`src/rtl/imu_sample_scaler_pkg.sv`:
```
// Shared types and elaboration helpers for the IMU sample scaler: FSM encoding,
// index-width and product-width helpers.
package imu_sample_scaler_pkg;

  typedef enum logic [1:0] {
    IDLE = 2'd0,
    CALC = 2'd1,
    OUT  = 2'd2
  } state_t;

  function automatic int clog2(input int n);
    int r;
    r = 0;
    while ((1 << r) < n) r++;
    return r;
  endfunction

  // A single-channel build still needs a one-bit select port.
  function automatic int sel_width(input int n);
    return (n <= 1) ? 1 : clog2(n);
  endfunction

  // Exact width of (x - bias) * gain.
  function automatic int prod_width(input int in_w, input int coef_w);
    return in_w + 1 + coef_w;
  endfunction

endpackage

```
`src/rtl/imu_scale_lane.sv`:
```
// Combinational datapath for one channel:
// y = sat(round_half_away((x - bias) * gain / 2^SHIFT)).
module imu_scale_lane
  import imu_sample_scaler_pkg::*;
#(
  parameter int IN_W   = 16,
  parameter int OUT_W  = 16,
  parameter int COEF_W = 18,
  parameter int SHIFT  = 12
) (
  input  logic signed [IN_W-1:0]   x,
  input  logic signed [IN_W-1:0]   bias,
  input  logic signed [COEF_W-1:0] gain,
  output logic signed [OUT_W-1:0]  y,
  output logic                     sat
);

  localparam int PW = prod_width(IN_W, COEF_W);
  localparam int RW = PW + 1;
  localparam logic signed [RW-1:0] MAX_V = {{(RW-OUT_W+1){1'b0}}, {(OUT_W-1){1'b1}}};
  localparam logic signed [RW-1:0] MIN_V = {{(RW-OUT_W+1){1'b1}}, {(OUT_W-1){1'b0}}};

  logic signed [IN_W:0]   diff;
  logic signed [PW-1:0]   prod;
  logic signed [RW-1:0]   pext;
  logic signed [RW-1:0]   rnd;

  assign diff = {x[IN_W-1], x} - {bias[IN_W-1], bias};
  assign prod = $signed({{COEF_W{diff[IN_W]}}, diff}) * $signed({{(IN_W+1){gain[COEF_W-1]}}, gain});
  assign pext = {prod[PW-1], prod};

  generate
    if (SHIFT == 0) begin : g_no_round
      assign rnd = pext;
    end else begin : g_round
      localparam logic [RW-1:0] ONE  = {{(RW-1){1'b0}}, 1'b1};
      localparam logic [RW-1:0] HALF = ONE << (SHIFT - 1);
      logic [RW-1:0] bump;
      // Negative values use half-1 so the floor shift rounds ties away from zero.
      assign bump = pext[RW-1] ? (HALF - ONE) : HALF;
      assign rnd  = (pext + $signed(bump)) >>> SHIFT;
    end
  endgenerate

  always_comb begin
    y   = rnd[OUT_W-1:0];
    sat = 1'b0;
    if (rnd > MAX_V) begin
      y   = MAX_V[OUT_W-1:0];
      sat = 1'b1;
    end else if (rnd < MIN_V) begin
      y   = MIN_V[OUT_W-1:0];
      sat = 1'b1;
    end else begin
      y   = rnd[OUT_W-1:0];
      sat = 1'b0;
    end
  end

endmodule

```
`src/rtl/imu_sample_scaler.sv`:
```
// Frame-serial IMU scaler: captures N_CH raw samples, scales them one channel
// per cycle through a shared lane, then presents the whole frame downstream.
module imu_sample_scaler
  import imu_sample_scaler_pkg::*;
#(
  parameter int N_CH     = 5,
  parameter int IN_W     = 16,
  parameter int OUT_W    = 16,
  parameter int COEF_W   = 18,
  parameter int SHIFT    = 12,
  parameter int GAIN_RST = 4096,
  localparam int SEL_W   = sel_width(N_CH)
) (
  input  logic                    clk,
  input  logic                    reset,
  input  logic                    s_tvalid,
  output logic                    s_tready,
  input  logic [N_CH*IN_W-1:0]    s_tdata,
  output logic                    m_tvalid,
  input  logic                    m_tready,
  output logic [N_CH*OUT_W-1:0]   m_tdata,
  output logic [N_CH-1:0]         m_tuser,
  input  logic                    cfg_we,
  input  logic [SEL_W-1:0]        cfg_sel,
  input  logic [COEF_W-1:0]       cfg_gain,
  input  logic [IN_W-1:0]         cfg_bias,
  output logic                    cfg_ready
);

  localparam logic [SEL_W-1:0] LAST  = SEL_W'(N_CH - 1);
  localparam logic [SEL_W:0]   N_LIM = (SEL_W + 1)'(N_CH);

  state_t                 state_r, state_nx;
  logic [SEL_W-1:0]       idx_r;
  logic [N_CH*IN_W-1:0]   data_r;
  logic [N_CH*OUT_W-1:0]  out_r;
  logic [N_CH-1:0]        user_r;
  logic [COEF_W-1:0]      gain_r [N_CH];
  logic [IN_W-1:0]        bias_r [N_CH];
  logic [OUT_W-1:0]       lane_y;
  logic                   lane_sat;

  assign s_tready  = (state_r == IDLE);
  assign cfg_ready = (state_r == IDLE);
  assign m_tvalid  = (state_r == OUT);
  assign m_tdata   = out_r;
  assign m_tuser   = user_r;

  imu_scale_lane #(
    .IN_W   (IN_W),
    .OUT_W  (OUT_W),
    .COEF_W (COEF_W),
    .SHIFT  (SHIFT)
  ) u_lane (
    .x    (data_r[idx_r*IN_W +: IN_W]),
    .bias (bias_r[idx_r]),
    .gain (gain_r[idx_r]),
    .y    (lane_y),
    .sat  (lane_sat)
  );

  always_ff @(posedge clk) begin
    if (reset) state_r <= IDLE;
    else       state_r <= state_nx;
  end

  always_comb begin
    state_nx = state_r;
    case (state_r)
      IDLE:    state_nx = s_tvalid ? CALC : IDLE;
      CALC:    state_nx = (idx_r == LAST) ? OUT : CALC;
      OUT:     state_nx = m_tready ? IDLE : OUT;
      default: state_nx = IDLE;
    endcase
  end

  always_ff @(posedge clk) begin
    if (reset) begin
      idx_r  <= '0;
      data_r <= '0;
      out_r  <= '0;
      user_r <= '0;
    end else begin
      if (state_r == IDLE && s_tvalid) begin
        data_r <= s_tdata;
        idx_r  <= '0;
      end
      // Results land in the output register directly; it is only visible once OUT is reached.
      if (state_r == CALC) begin
        out_r[idx_r*OUT_W +: OUT_W] <= lane_y;
        user_r[idx_r]               <= lane_sat;
        idx_r                       <= idx_r + 1'b1;
      end
    end
  end

  always_ff @(posedge clk) begin
    if (reset) begin
      for (int i = 0; i < N_CH; i++) begin
        gain_r[i] <= COEF_W'(GAIN_RST);
        bias_r[i] <= '0;
      end
    end else if (cfg_we && state_r == IDLE && {1'b0, cfg_sel} < N_LIM) begin
      gain_r[cfg_sel] <= cfg_gain;
      bias_r[cfg_sel] <= cfg_bias;
    end
  end

endmodule

```
`config.mk`:
```
export PLATFORM = sky130hd
export DESIGN_NAME = imu_sample_scaler
export DESIGN_NICKNAME = d
export VERILOG_FILES = /design/src/rtl/imu_sample_scaler_pkg.sv /design/src/rtl/imu_scale_lane.sv /design/src/rtl/imu_sample_scaler.sv
export SDC_FILE = /design/constraint.sdc
export NUM_CORES = 2
export LEC_CHECK = 0
export ABC_AREA = 1
export BUFFER_PORTS_ARGS = -buffer_cell sky130_fd_sc_hd__buf_2
export CORE_UTILIZATION = 62
export CTS_CLUSTER_SIZE = 14
export DETAILED_ROUTE_END_ITERATION = 12
export PLACE_DENSITY_LB_ADDON = 0.15
export SLEW_MARGIN = 15
export SYNTH_ARGS = -nofsm -noshare
export SYNTH_HDL_FRONTEND = slang
export SYNTH_SLANG_ARGS = --single-unit
```
`constraint.sdc`:
```
create_clock -name clk -period 11.8 [get_ports clk]
set_input_delay 3.54 -clock clk [delete_from_list [all_inputs] [get_ports clk]]
set_output_delay 3.54 -clock clk [all_outputs]
set_load 0.01 [all_outputs]
```
Yosys cells after proc, flatten, opt, wreduce, memory -nomap -nowiden
Memory sizes are Yosys's and may differ from the RTL's. A register that Yosys moved wholly into a read port is not among the register bits.
Index checks and enable logic that the tools add are counted.
{ "totals": {"reg_bits": 170, "ram_bits": 170, "wordCells": 61, "memories": 2} }
{ "memory_table": {"columns": ["memory", "depth", "word_bits", "read_ports", "rd_ports_with_merged_regs", "write_ports", "line", "rtl"], "rows": [
  ["gain_r", 5, 18, 1, 1, 5, "imu_sample_scaler.sv:38", "logic [COEF_W-1:0] gain_r [N_CH];"],
  ["bias_r", 5, 16, 1, 1, 5, "imu_sample_scaler.sv:39", "logic [IN_W-1:0] bias_r [N_CH];"]
]} }
{ "classes": {"n_addsub": 4, "multipliers": 1, "magnitude_cmp": 5, "n_eq_ne": 3, "shifts": 3, "mux": 30, "reduce_logical": 8} }
{ "op_table": {"columns": ["cell", "count"], "rows": [
  ["$bwmux W80", 1],
  ["$shift A16 B34 Y80 const A", 1],
  ["$shiftx A16 B34 Y80", 1],
  ["$shiftx A80 B8 Y16", 1],
  ["$mux W16", 3],
  ["$add A35 B13 Y36", 1],
  ["$mul A17 B18 Y35", 1],
  ["$neg A7 Y34", 1],
  ["$gt A24 B16 Y1 const B", 1],
  ["$lt A24 B16 Y1 const B", 1],
  ["$mux W3", 8],
  ["$mux W18", 1],
  ["$reduce_or A18 Y1", 1],
  ["$sub A16 B16 Y17", 1],
  ["$reduce_or A16 Y1", 1],
  ["$mux W12", 1],
  ["$mux W1", 11],
  ["$pmux W2 S3", 1],
  ["$bwmux W5", 1],
  ["$logic_and A1 B1 Y1", 4],
  ["$lt A3 B4 Y1 const B", 1],
  ["$mux W2", 2],
  ["$add A3 B1 Y3 const B", 1],
  ["$demux W1 S3", 1],
  ["other kinds (7)", 7]
]} }

Logic depth before layout (Yosys ltp)
{ "depth": {"word_depth": 10, "ltp_mapped": 75, "depth_no_buf": 70} }

Modules after synthesis
A second synthesis with hierarchy kept.
{ "hier_totals": {"hier_cells": 4239, "area_unflattened_um2": 33643.5} }
{ "modules_own_cells": {"columns": ["module", "n_inst", "cells_each", "area_each_um2", "seq_area_each_um2"], "rows": [
  ["imu_sample_scaler", 1, 2218, 19230.9, 11631.2],
  ["imu_scale_lane", 1, 2021, 14412.6, 0.0]
]} }

Worst setup path before layout
Ideal clock, no wire load.
{ "synth_timing": {"kind": "reg-to-reg", "startpoint": "register (tool-made name)", "endpoint": "register out_r[74] (netlist: m_tdata[74])", "setup_time_ns": 0.109, "t_arrival_ns": 10.594, "required_time_ns": 11.691, "slack_ns": 1.097, "path_stages_with_launch": 69, "path_buffers": 7, "cell_sequence": "dfxtp_1 > clkbuf_1 > clkbuf_1 > buf_1 > clkbuf_1 > nor2_1 > o22ai_1 > nor2_1 > a31oi_1 > ha_1 > inv_1 > fa_1 > nand3_1 > nand2_1 > a21oi_1 > o21ai_0 > nand2_1 > nand2_1 > [... 33 more ...] > nand2_2 > ha_1 > nand3_1 > nand2_1 > nor2_1 > nand2_1 > nand2_1 > nand2_1 > buf_2 > nand3_1 > nand2_1 > nor2_1 > nand3_1 > o21ai_4 > buf_6 > nand3_1 > nand2_1 > inv_1"} }
{ "synth_lines": {"columns": ["item", "line", "rtl"], "rows": [
  ["to (signal, indexed assignment)", "imu_sample_scaler.sv:90", "out_r[idx_r*OUT_W +: OUT_W] <= lane_y;"],
  ["to (decl)", "imu_sample_scaler.sv:36", "logic [N_CH*OUT_W-1:0] out_r;"]
]} }

==> impl_metrics.ini <==
[outcome]
run_status = finished clean

[clock_network]
numCtsBuffers = 47
cts_tree = done
cts_max_level = 2
cts-root-buf = clkbuf_16
clock_sinks = 445
cts_buffer_depth = 3
hold_buffers = 0
clkTransAtPathRegs_ps = 60
clk_latency_ps = 590

[floorplanning]
core_um2 = 51410
dieArea_um2 = 53010
io_pins = 210
die_y_um = 230.2
die_x_um = 230.2
start_util_pct = 62.83
rows = 83

[detailed_routing]
drcViolationCount = 0
postRouteAntennaNets = 0
viasPerCell = 5.506
firstDrtPassIters = 7
finalWirelength_mm = 88.69
vias = 27100
drt-wirelength-per-cell_um = 18.02
drtIter0Drc = 2429

[grt]
grtUsageTotal_pct = 33.75
grt_overflow = 0
grt_max_degree = 93
grt_pass1_wl_mm = 139.3
grt_pass1_vias = 26470
antenna_found_initial = 1

[worst_setup_path]
required_ps = 12280
cp_slowest_cell = fa_1
worstSetupEndpointType = flop
cpPeakStageDelay_ps = 540
arrival_ps = 11560
crit_type = reg2reg
start_kind = flop
path_max_fanout = 49
worst_path_most_repeated_cell = nand2_1

[sta]
finalSetupViolCount = 0
hold_viol_final = 0
clock_skew_ps = 30.23
tightestPinTransition_ps = 938.0
finalMaxSlewViolations = 0
slew_headroom_pct = 37.31
post-route-period-util_pct = 93.89
clock.fmax_mhz = 90.26
tns_ps = 0
period_minus_slack_ps = 11080

[synthesis]
synthDistinctLibCells = 49
synth.avg_cell_area_um2 = 8.204
synth_ff_type = edfxtp_1
ys_seq_area_share_pct = 36.01
netlist_area_um2 = 32300
async_flop_share_pct = 0
synth_edf_count = 272
ys_warn_count = 0
synth-seq-cells = 445
synthCells = 3937

[flow_run]
maxCapViolCount = 0

[min_path]
hold_path.class = reg2reg

[final_layout]
drive_gt1_share_pct = 9.882
syn2layout_area_growth_pct = 11.99
most-common-layout-cells = nor2_1, nand2_1, inv_1, fa_1, edfxtp_1
fin_nets = 4746
final_common_cell = nor2_1

[place]
place_congestion = 1.006
io_buffers = 209
dp_hpwl_mm = 65.23
-- worst max-delay path: cells and delay by family, from the launching register on --
family                   cells  cell delay (ps)
buffers and inverters       14             1860
AND/OR/NAND/NOR             25             3580
AO/OA/AOI/OAI                8             1110
adder cells (fa/ha/maj)      8             3490
XOR/XNOR                     1              480
flip-flops                   1              420
-- state kept, by name, indices dropped and copies added (netlist names), named ones only --
signal and flops:
idx_r 3, state_r 2, bias_r 128, gain_r 144
data_r 80, m_tdata 80, m_tuser 5
-- routing by layer --
| layer | routed length [µm] | share of wire [%] | vias to the layer above | global-route usage (%) |
|---|---|---|---|---|
| li1 | - | - | 12720 | - |
| met1 | 34840 | 39 | 12940 | 43.67 |
| met2 | 43090 | 49 | 1199 | 56.65 |
| met3 | 7349 | 8.3 | 239 | 5.518 |
| met4 | 3406 | 3.8 | 0 | 13.58 |
| met5 | 0 | 0 | - | 0 |
-- cell usage after synthesis (12+ instances only) --
library cell | instances | area (µm²)
nor2_1 | 827 | 3104
nand2_1 | 728 | 2733
inv_1 | 632 | 2372
fa_1 | 313 | 6266
edfxtp_1 | 272 | 8168
o21ai_0 | 229 | 1146
dfxtp_1 | 173 | 3463
nand3_1 | 161 | 805.8
clkbuf_1 | 149 | 559.3
ha_1 | 107 | 1339
a21oi_1 | 82 | 410.4
o22ai_1 | 30 | 187.7
nand4_1 | 25 | 156.4
xor2_1 | 24 | 210.2
a32o_1 | 20 | 200.2
nor3_1 | 18 | 90.09
o2111ai_1 | 17 | 148.9
o221ai_1 | 16 | 140.1
or2_2 | 12 | 75.07
-- path summary, 6_finish.rpt --
path	start	end	slack, ps	cells after the start
worst max-delay path	flop	m_tdata[10]$_SDFFE_PP0P_	720	56
worst min-delay path	data_r[48]$_SDFFE_PP0P_	data_r[48]$_SDFFE_PP0P_	480	2
worst max register to register	flop	m_tdata[10]$_SDFFE_PP0P_	720	56
worst min register to register	data_r[48]$_SDFFE_PP0P_	data_r[48]$_SDFFE_PP0P_	480	2
-- cells by family after synthesis --
logic type	after synthesis	synth area share, %
simple gates	1806	22.37
fa+ha+maj	420	23.54
other cells	1	0.01161
compound gates	419	7.484
flops	445	36.01
buf+inv	813	9.657
xor+xnor	33	0.9181
-- metrics by stage --
step	utilization (%)	setup WS, ps	instance area (µm²)	hold WS (ps)	instances
floorplan	-	1097	32680	449.5	4038
global placement	67.02	559.5	34450	460.4	4830
detailed placement	67.02	217.3	34450	472.5	4830
CTS	70.05	139.1	36010	486.8	4915
global route	70.37	-11.88	36170	500.2	4921
finish	70.37	720.8	36170	482.0	4921
-- layout make-up --
cell class              instances  area, µm²
repair buffers                282       1667
flip-flops and latches        445      11640
inverters                     648       2451
clock buffers                  55       1236
diodes                          1      2.502
well taps                     680      850.8
multi-input cells            2780      18010
fillers                      4233      15230
clock inverters                30      320.3
-- what timing repair did --
item | 4_1_cts | 5_1_grt
resized for setup | 0 | 27
setup endpoints to repair | 0 | 80
buffers inserted | 0 | 4
Power is not shown: default switching activity piles up to over one toggle a cycle in this logic, so the estimate is an artifact.
